--- src/rtl/seq_right_shift_unit.sv ---
// Multi-cycle SRL/SRA unit with valid/ready handshakes on both sides.
// Define SEQ_SHIFT_STEP4_EN to shift up to 4 bits per cycle instead of 1.
module seq_right_shift_unit #(
  parameter int unsigned WIDTH   = 64,
  parameter int unsigned SHAMT_W = $clog2(WIDTH)
) (
  input  logic               clk,
  input  logic               rst_n,
  input  logic               in_valid,
  output logic               in_ready,
  input  logic [WIDTH-1:0]   a,
  input  logic [SHAMT_W-1:0] b,
  input  logic               arith,
  output logic               out_valid,
  input  logic               out_ready,
  output logic [WIDTH-1:0]   result,
  output logic               busy
);

  typedef enum logic [1:0] {IDLE, SHIFT, DONE} state_t;

  state_t             state, state_d;
  logic [WIDTH-1:0]   result_d;
  logic [SHAMT_W-1:0] count, count_d;
  logic               arith_q, arith_d;
  logic               fill;
  logic [SHAMT_W-1:0] step;
  logic [WIDTH-1:0]   shifted;

  assign in_ready  = (state == IDLE);
  assign out_valid = (state == DONE);
  assign busy      = !in_ready;

  // The held sign bit is reused each step, so SRA fill stays correct throughout.
  assign fill = arith_q & result[WIDTH-1];

`ifdef SEQ_SHIFT_STEP4_EN
  always_comb begin
    step    = (count >= SHAMT_W'(4)) ? SHAMT_W'(4) : count;
    shifted = result;
    case (step)
      SHAMT_W'(1): shifted = {{1{fill}}, result[WIDTH-1:1]};
      SHAMT_W'(2): shifted = {{2{fill}}, result[WIDTH-1:2]};
      SHAMT_W'(3): shifted = {{3{fill}}, result[WIDTH-1:3]};
      default:     shifted = {{4{fill}}, result[WIDTH-1:4]};
    endcase
  end
`else
  always_comb begin
    step    = SHAMT_W'(1);
    shifted = {fill, result[WIDTH-1:1]};
  end
`endif

  always_ff @(posedge clk or negedge rst_n) begin
    if (!rst_n) begin
      state   <= IDLE;
      result  <= '0;
      count   <= '0;
      arith_q <= 1'b0;
    end else begin
      state   <= state_d;
      result  <= result_d;
      count   <= count_d;
      arith_q <= arith_d;
    end
  end

  always_comb begin
    state_d  = state;
    result_d = result;
    count_d  = count;
    arith_d  = arith_q;
    case (state)
      IDLE: begin
        if (in_valid) begin
          result_d = a;
          count_d  = b;
          arith_d  = arith;
          state_d  = (b == '0) ? DONE : SHIFT;
        end
      end
      SHIFT: begin
        result_d = shifted;
        count_d  = count - step;
        if (count == step) state_d = DONE;
      end
      DONE: begin
        if (out_ready) state_d = IDLE;
      end
      default: state_d = IDLE;
    endcase
  end

endmodule

--- config.mk ---
export PLATFORM = sky130hd
export DESIGN_NAME = seq_right_shift_unit
export DESIGN_NICKNAME = d
export VERILOG_FILES = /design/src/rtl/seq_right_shift_unit.sv
export SDC_FILE = /design/constraint.sdc
export NUM_CORES = 1
export LEC_CHECK = 0
export CAP_MARGIN = 25
export CORE_UTILIZATION = 30
export DETAILED_ROUTE_END_ITERATION = 8
export GPL_TIMING_DRIVEN = 0
export PLACE_DENSITY = 0.66
export REMOVE_ABC_BUFFERS = 1
export SYNTH_ARGS = -nofsm -noshare
export SYNTH_HDL_FRONTEND = slang
export SYNTH_SLANG_ARGS = --single-unit
--- constraint.sdc ---
create_clock -name clk -period 2.01 [get_ports clk]
set_clock_uncertainty 0.1 [all_clocks]
set_input_delay 0.402 -clock clk [delete_from_list [all_inputs] [get_ports clk]]
set_output_delay 0.402 -clock clk [all_outputs]
set_load 0.05 [all_outputs]
**Word-level counts from Yosys, hierarchy flattened**

Cells that the tools add are included.
W data, S select, Z words.

- $add $sub $neg: 1
- Multipliers: 0
- Magnitude comparators: 0
- Reductions and logical operators: 7
- Shift-type cells: 0
- Div/mod/pow operators: 0
- Muxes and demuxes: 9
- Bitwise operators: 1
- Equal/unequal tests: 6

Operators by type and width:

| operator | count |
|---|---|
| $pmux W64 S2 | 1 |
| $mux W64 | 1 |
| $pmux W6 S2 | 1 |
| $mux W2 | 4 |
| $eq A6 B1 Y1 const B | 1 |
| $logic_not A6 Y1 | 1 |
| $mux W6 | 1 |
| $pmux W2 S3 | 1 |
| $sub A6 B1 Y6 const B | 1 |
| $ne A2 B2 Y1 const B | 2 |
| $reduce_and A2 Y1 | 2 |
| $reduce_and A3 Y1 | 1 |
| $eq A2 B1 Y1 const B | 1 |
| $eq A2 B2 Y1 const B | 1 |
| $logic_not A2 Y1 | 1 |
| $ne A2 B1 Y1 const B | 1 |
| $reduce_bool A2 Y1 | 1 |
| $and A1 B1 Y1 | 1 |
| $logic_not A1 Y1 | 1 |

- ROM bits: 0
- Latch bits: 0
- Memories kept: 0
- RAM bits: 0
- Flip-flop bits (word level): 73
- Output and inout port bits: 67
- Input bits: 75
- Logic and storage cells: 28

**Logic depth before layout (Yosys ltp)**

Gate-level depths: netlist of the first run.

- Depth after elaboration: 4
- Mapped depth: 7
- Depth with buffers taken out: 5

**Least setup slack after synthesis of the first run**

No wires, ideal clock.

- Path kind: register -> output
- Start: register state[0]
- End: output busy
- Cell stages (with the launch flop): 4
- Slack: -209 ps
- Data required time: 1508 ps
- Buffers on the path: 1
- Data arrival time: 1717 ps
- Cells stage by stage: dfrtp_1 buf_4 nor2_1 inv_1

- Longest elaborated chain between the ends: 2

RTL lines:

| element | line | text |
|---|---|---|
| from (decl) | 22 | `state_t state, state_d;` |
| from (signal assigned) | 62 | `state <= state_d;` |
| $logic_not A2 Y1 | 30 | `assign in_ready = (state == IDLE);` |
| named net in_ready | 10 | `output logic in_ready,` |
| $logic_not A1 Y1 | 32 | `assign busy = !in_ready;` |
| to (decl) | 17 | `output logic busy` |

The timed path passes the listed nets, and every way through them passes these cells.

**Worst setup path in the final report of the first run**

- Start: register state[0]
- End: output busy

- Longest elaborated chain between the ends: 2

RTL lines:

| element | line |
|---|---|
| $logic_not A2 Y1 | 30 |
| $logic_not A1 Y1 | 32 |

No other way between the ends.

==> results of run 1 <==
## power breakdown
part           switching (mW)  total, mW  internal [mW]
clock network           0.619       1.77           1.15
registers               0.612       2.84           2.23
logic                    3.89       5.78           1.88
total                    5.12       10.4           5.26
## state kept, by name (all words and copies together) (netlist names)
signal / count
state: 2
count: 6
result: 64
arith_q: 1
## layer usage
metal,GRT usage,wire [µm]
met1,0.194,4110
met2,0.230,4030
met3,0.0399,533
met4,0.0730,147
met5,0,0
## layout make-up
cell class / count / area, µm² / area share
clock buffers: 12 / 256 / 0.0475
inverters: 7 / 26.3 / 0.00487
repair buffers: 148 / 1450 / 0.269
clock inverters: 4 / 75.1 / 0.0139
flip-flops and latches: 73 / 1830 / 0.339
multi-input cells: 246 / 1580 / 0.292
well taps: 143 / 179 / 0.0332
## cells in the mapped netlist, drive strengths merged, types with 2 or more instances
cell type,number,area share
o21ai,67,0.094
clkbuf,9,0.0094
nand3b,2,0.0042
nor2,6,0.0063
mux2i,63,0.18
nor4,2,0.0035
nand2,66,0.069
dfrtp,73,0.51
o211ai,2,0.0042
nor2b,3,0.0052
ha,2,0.0070
inv,7,0.0073
a32oi,2,0.0049
nand2b,4,0.0070
buf,18,0.040
a21oi,9,0.013
## repair_timing
item                       4_1_cts  5_1_grt
resized for setup               97        5
hold endpoints to repair        34        0
gates cloned                     0        1
hold buffers                     1        0
setup endpoints to repair      106       41
pin swaps                        0        0
setup buffers                    0        1
## final timing paths
| check | end | slack, ns | cells after the start | from |
|---|---|---|---|---|
| worst max-delay path | busy | 0.04 | 3 | state[0]$_DFFE_PN0P_ |
| worst min-delay path | result[0]$_DFFE_PN0P_ | 0.40 | 2 | result[0]$_DFFE_PN0P_ |
| worst max register to register | count[5]$_DFFE_PN0P_ | 0.22 | 3 | state[0]$_DFFE_PN0P_ |
| worst min register to register | result[0]$_DFFE_PN0P_ | 0.40 | 2 | result[0]$_DFFE_PN0P_ |
| max in group asynchronous | result[0]$_DFFE_PN0P_ | 0.76 | 3 | rst_n |
| min in group asynchronous | result[18]$_DFFE_PN0P_ | 0.48 | 2 | rst_n |
## through the flow
stage               area, µm²  TNS [ns]  instances  hold slack, ns
finish                   5400         0        633           0.396
global route             5400   -0.0277        633           0.443
CTS                      5380     -1.41        631           0.408
detailed placement       5110     -9.26        614           0.303
global placement         4990   -366.46        609           0.376
floorplan                3400    -99.36        325         0.00641
## critical path, delay by kind of cell (launching register included)
| family | cells | cell delay (ns) |
|---|---|---|
| simple gates | 1 | 0.21 |
| flops | 1 | 0.55 |
| buf+inv | 2 | 0.38 |
## cell families after synthesis
logic type	synth area share
AO/OA/AOI/OAI	0.140
AND/OR/NAND/NOR	0.107
flip-flops	0.510
multiplexers	0.179
buffers and inverters	0.0566
adder cells (fa/ha/maj)	0.00699
==> qor.csv, run 1 <==
stage;metric;value;unit
clock_network;cts_inserted_buffers;9;
timing;max_freq;507;MHz
grt;track_usage;0.150;
timing;fin_crit;1.97;ns
cells_and_area;fin_util;0.468;
drt;ant_nets;0;
drt;drt_iter0_markers;157;
power_and_ir_drop;p_leak;2.56;nW
drt;via_count;2998;
status;outcome;complete, but fails checks;
setup_path;endpoint_kind;output port;
place;dp_hpwl;6060;µm
place;port_buffers;141;
timing;setup_viol;0;
cells_and_area;final_common_cell;clkdlybuf4s50_1;
drt;drtPass1Iterations;6;
min_path;hold_class;flop to flop;
cells_and_area;fillerInstances;1121;
drt;route.detailed.drc;18;
setup_path;worstPathRequired;1.51;ns
synth;synth_edf_count;0;
cells_and_area;final_layout_size_suffix_gt1_frac;0.0694;
drt;wl;8830;µm
setup_path;crit_arrival;1.47;ns
floorplanning;num_rows;39;
synth;synth_cell_type_count;37;
setup_path;worstPathMaxFanout;18;
clock_network;cts_tree;built;
grt;antenna_found_initial;0;
synth;ys_seq_area_frac;0.510;
grt;grt_max_degree;48;
floorplanning;dieArea;12400;µm²
floorplanning;ios;142;
status;violations;DRC;
clock_network;clk_latency;0.34;ns
floorplanning;die_x;111;µm
cells_and_area;antenna_cells;0;
timing;tightest_slew;0.522;ns
clock_network;clockBufferDepth;2;
synth;syn_area;3580;µm²
setup_path;path_cells;nor2_4 -> inv_1 -> clkdlybuf4s15_2;
setup_path;startpoint_type;flop;
cells_and_area;fin_nets;562;
floorplanning;initial_utilization;0.311;
job;drv_cap;0;
synth;ys_seq_elements;73;
timing;slew_headroom;0.653;
floorplanning;core;11500;µm²
synth;synthCells;352;
timing;hold_viol_final;0;
timing;grt_setup_unrepaired;yes;
synth;synth-main-ff-cell;dfrtp_1;
drt;vias_per_cell;4.74;
cells_and_area;syn_to_final_growth;50.7;%
timing;maxSlewViolCount;0;
clock_network;root_buffer;clkbuf_16;
clock_network;clk_pin_slew_worst_paths;0.06;ns
clock_network;htree_num_levels;3;
grt;grt_pass1_wl;14800;µm
power_and_ir_drop;power_density;1930;nW/µm²
setup_path;cp_slowest_stage_delay;0.55;ns
floorplanning;die_h;111;µm
place;gp_congestion;0.779;
setup_path;critPathKind;flop to output port;
synth;avgSynthCellArea;10.2;µm²
timing;fin_ws;0.0358;ns
setup_path;cpMaxStageDelayCell;dfrtp_2;
power_and_ir_drop;peakVddDrop;0.900;mV
clock_network;cts_sinks;73;
synth;synthArstFlopShare;1.00;
grt;grt_overflow;0;
power_and_ir_drop;p_total;10.4;mW
timing;post-route-period-util;0.982;
cells_and_area;layout_common_cells;clkdlybuf4s50_1, dfrtp_1, nand2_1;
grt;grt_pass1_vias;3046;
drt;wire_per_inst;13.9;µm
place;pre_cts_slack;-0.293;ns
synth;yosys_warnings;0;
Note: power is estimated with default switching activity, not from simulation.
==> run 2, diff against run 1 <==
--- a/config.mk
+++ b/config.mk
@@ -6,10 +6,11 @@
 export NUM_CORES = 1
 export LEC_CHECK = 0
 export CAP_MARGIN = 25
-export CORE_UTILIZATION = 30
+export CORE_MARGIN = 3
+export CORE_UTILIZATION = 44
 export DETAILED_ROUTE_END_ITERATION = 8
 export GPL_TIMING_DRIVEN = 0
-export PLACE_DENSITY = 0.66
+export PLACE_DENSITY = 0.88
 export REMOVE_ABC_BUFFERS = 1
 export SYNTH_ARGS = -nofsm -noshare
 export SYNTH_HDL_FRONTEND = slang
==> run 2 against run 1 <==
Against the previous run:
- the run now ends clean
- first-iteration DRC count down 37%
- global-route usage rose by 5.2 points
- power down 5.3%
- combinational power fell by 0.9%
- via count up 2.2%
- largest cell class unchanged
- highest routed layer unchanged
==> qor.csv, run 2 (same netlist as run 1, synthesis figures left out) <==
stage;metric;value;unit;change
status;outcome;finished clean;;was complete, but fails checks
power_and_ir_drop;p_total;9.84;mW;was 10.4 mW
timing;fin_crit;1.96;ns;was 1.97 ns
grt;antenna_found_initial;0;;unchanged
setup_path;critPathKind;flop to output port;;unchanged
place;placed_cell_area;5040;µm²;was 5110 µm²
clock_network;root_buffer;clkbuf_8;;was clkbuf_16
drt;vias_per_cell;5.17;;was 4.74
floorplanning;core;7810;µm²;was 11,500 µm²
place;port_buffers;141;;unchanged
setup_path;worstPathRequired;1.51;ns;about the same
power_and_ir_drop;power_switching;5.05;mW;was 5.12 mW
power_and_ir_drop;seqPwrFrac;0.288;;was 0.273
job;drv_cap;0;;unchanged
power_and_ir_drop;pwr-share-clk;0.130;;was 0.171
timing;maxSlewViolCount;0;;unchanged
cells_and_area;antenna_cells;0;;unchanged
cells_and_area;syn_to_final_growth;45.7;%;was 50.7%
floorplanning;dieArea;9260;µm²;was 12,400 µm²
cells_and_area;fin_area;5220;µm²;was 5400 µm²
clock_network;clk_latency;0.33;ns;was 0.34 ns
drt;route.detailed.drc;0;;was 18
power_and_ir_drop;p_leak;2.52;nW;was 2.56 nW
place;gp_congestion;0.821;;was 0.779
timing;fin_ws;0.0491;ns;was 0.0358 ns
timing;post-route-period-util;0.976;;was 0.982
cells_and_area;layout_common_cells;clkdlybuf4s50_1, dfrtp_1, nand2_1;;unchanged
setup_path;crit_arrival;1.46;ns;was 1.47 ns
grt;grt_pass1_vias;3075;;was 3,046
floorplanning;die_x;96.2;µm;was 111 µm
cells_and_area;fin_nets;562;;unchanged
clock_network;cts_inserted_buffers;9;;unchanged
cells_and_area;regMostFlops;result;;unchanged
power_and_ir_drop;peakVddDrop;0.941;mV;was 0.900 mV
clock_network;cts_tree;built;;unchanged
drt;drt_iter0_markers;99;;was 157
timing;max_freq;510;MHz;was 507 MHz
setup_path;path_cells;nor2_2 -> buf_2;;was nor2_4 -> inv_1 -> clkdlybuf4s15_2
setup_path;cpMaxStageDelayCell;dfrtp_4;;was dfrtp_2
power_and_ir_drop;p_int;4.79;mW;was 5.26 mW
clock_network;clockBufferDepth;2;;unchanged
timing;setup_viol;0;;unchanged
drt;drtPass1Iterations;4;;was 6
floorplanning;ios;142;;unchanged
place;dpl.cell_count;572;;was 614
cells_and_area;fillerInstances;663;;was 1,121
setup_path;cp_slowest_stage_delay;0.59;ns;was 0.55 ns
setup_path;startpoint_type;flop;;unchanged
min_path;hold_class;flop to flop;;unchanged
clock_network;htree_num_levels;3;;unchanged
clock_network;clk_pin_slew_worst_paths;0.08;ns;was 0.06 ns
setup_path;worstPathMaxFanout;19;;was 18
power_and_ir_drop;power_density;1890;nW/µm²;was 1930 nW/µm²
drt;wl;9130;µm;was 8830 µm
cells_and_area;largest_reg_flops;64;;unchanged
cells_and_area;fin_cells;592;;was 633
grt;grt_pass1_wl;14600;µm;was 14,800 µm
grt;grt_max_degree;52;;was 48
clock_network;cts_sinks;73;;unchanged
cells_and_area;final_common_cell;clkdlybuf4s50_1;;unchanged
cells_and_area;reg.largest.list;result x64, count x6, state x2;;unchanged
grt;track_usage;0.202;;was 0.150
floorplanning;die_h;96.2;µm;was 111 µm
place;dp_hpwl;6310;µm;was 6060 µm
drt;ant_nets;0;;unchanged
place;pre_cts_slack;-0.475;ns;was -0.293 ns
drt;via_count;3063;;was 2,998
power_and_ir_drop;swShare;0.514;;was 0.493
timing;slew_headroom;0.468;;was 0.653
power_and_ir_drop;pwr-share-comb;0.582;;was 0.556
drt;wire_per_inst;15.4;µm;was 13.9 µm
cells_and_area;final_layout_size_suffix_gt1_frac;0.0673;;was 0.0694
floorplanning;initial_utilization;0.459;;was 0.311
floorplanning;num_rows;32;;was 39
timing;grt_setup_unrepaired;no;;was yes
setup_path;endpoint_kind;output port;;unchanged
timing;tightest_slew;0.797;ns;was 0.522 ns
grt;grt_overflow;0;;unchanged
timing;hold_viol_final;0;;unchanged
## run 2: layer usage
metal / GRT usage / wire length, µm
met1: 0.243 / 3760
met2: 0.342 / 4390
met3: 0.0633 / 845
met4: 0.0652 / 138
met5: 0 / 0
## run 2: metrics by stage
stage                     setup TNS, ns  utilization  hold slack, ns
after floorplan                  -99.36            -         0.00641
after global placement          -349.53        0.633           0.370
after detailed placement         -25.76        0.645           0.271
after CTS                             0        0.667           0.400
after global routing                  0        0.668           0.428
final                                 0        0.668           0.392
## run 2: layout make-up
type / count / area (µm²) / share of cell area
clock inverters: 5 / 78.8 / 0.0151
clock buffers: 11 / 141 / 0.0271
repair buffers: 147 / 1430 / 0.274
well taps: 102 / 128 / 0.0245
flip-flops and latches: 73 / 1830 / 0.351
inverters: 7 / 26.3 / 0.00504
multi-input cells: 247 / 1580 / 0.303
## run 2: what timing repair did
item / 4_1_cts / 5_1_grt
hold buffers: 1 / 0
cloned: 2 / 0
setup endpoints to repair: 127 / 28
hold endpoints to repair: 29 / 0
pin swaps: 1 / 1
resized for setup: 81 / 1
setup buffers: 0 / 1
## run 2: critical path: cells and delay by family (launching register included)
family | cells | cell delay, ns
buf+inv | 1 | 0.30
flops | 1 | 0.59
simple gates | 1 | 0.24
## run 2: power groups by stage
stage | Combinational, mW | Clock, mW | Sequential (mW)
3_5_place_dp | 6.18 | 0 | 2.86
4_1_cts | 5.77 | 1.31 | 2.84
2_1_floorplan | 2.03 | 0 | 4.99
5_1_grt | 6.13 | 1.38 | 2.95
3_3_place_gp | 5.90 | 0 | 2.82
6_report | 5.73 | 1.28 | 2.84
## run 2: final timing paths
check	end	from	slack, ns	cells after the start
max	in_ready	state[0]$_DFFE_PN0P_	0.05	2
min	result[0]$_DFFE_PN0P_	result[0]$_DFFE_PN0P_	0.39	2
max reg2reg	count[5]$_DFFE_PN0P_	state[0]$_DFFE_PN0P_	0.11	3
min reg2reg	result[0]$_DFFE_PN0P_	result[0]$_DFFE_PN0P_	0.39	2
max in group asynchronous	result[58]$_DFFE_PN0P_	rst_n	0.78	3
min in group asynchronous	result[16]$_DFFE_PN0P_	rst_n	0.44	2
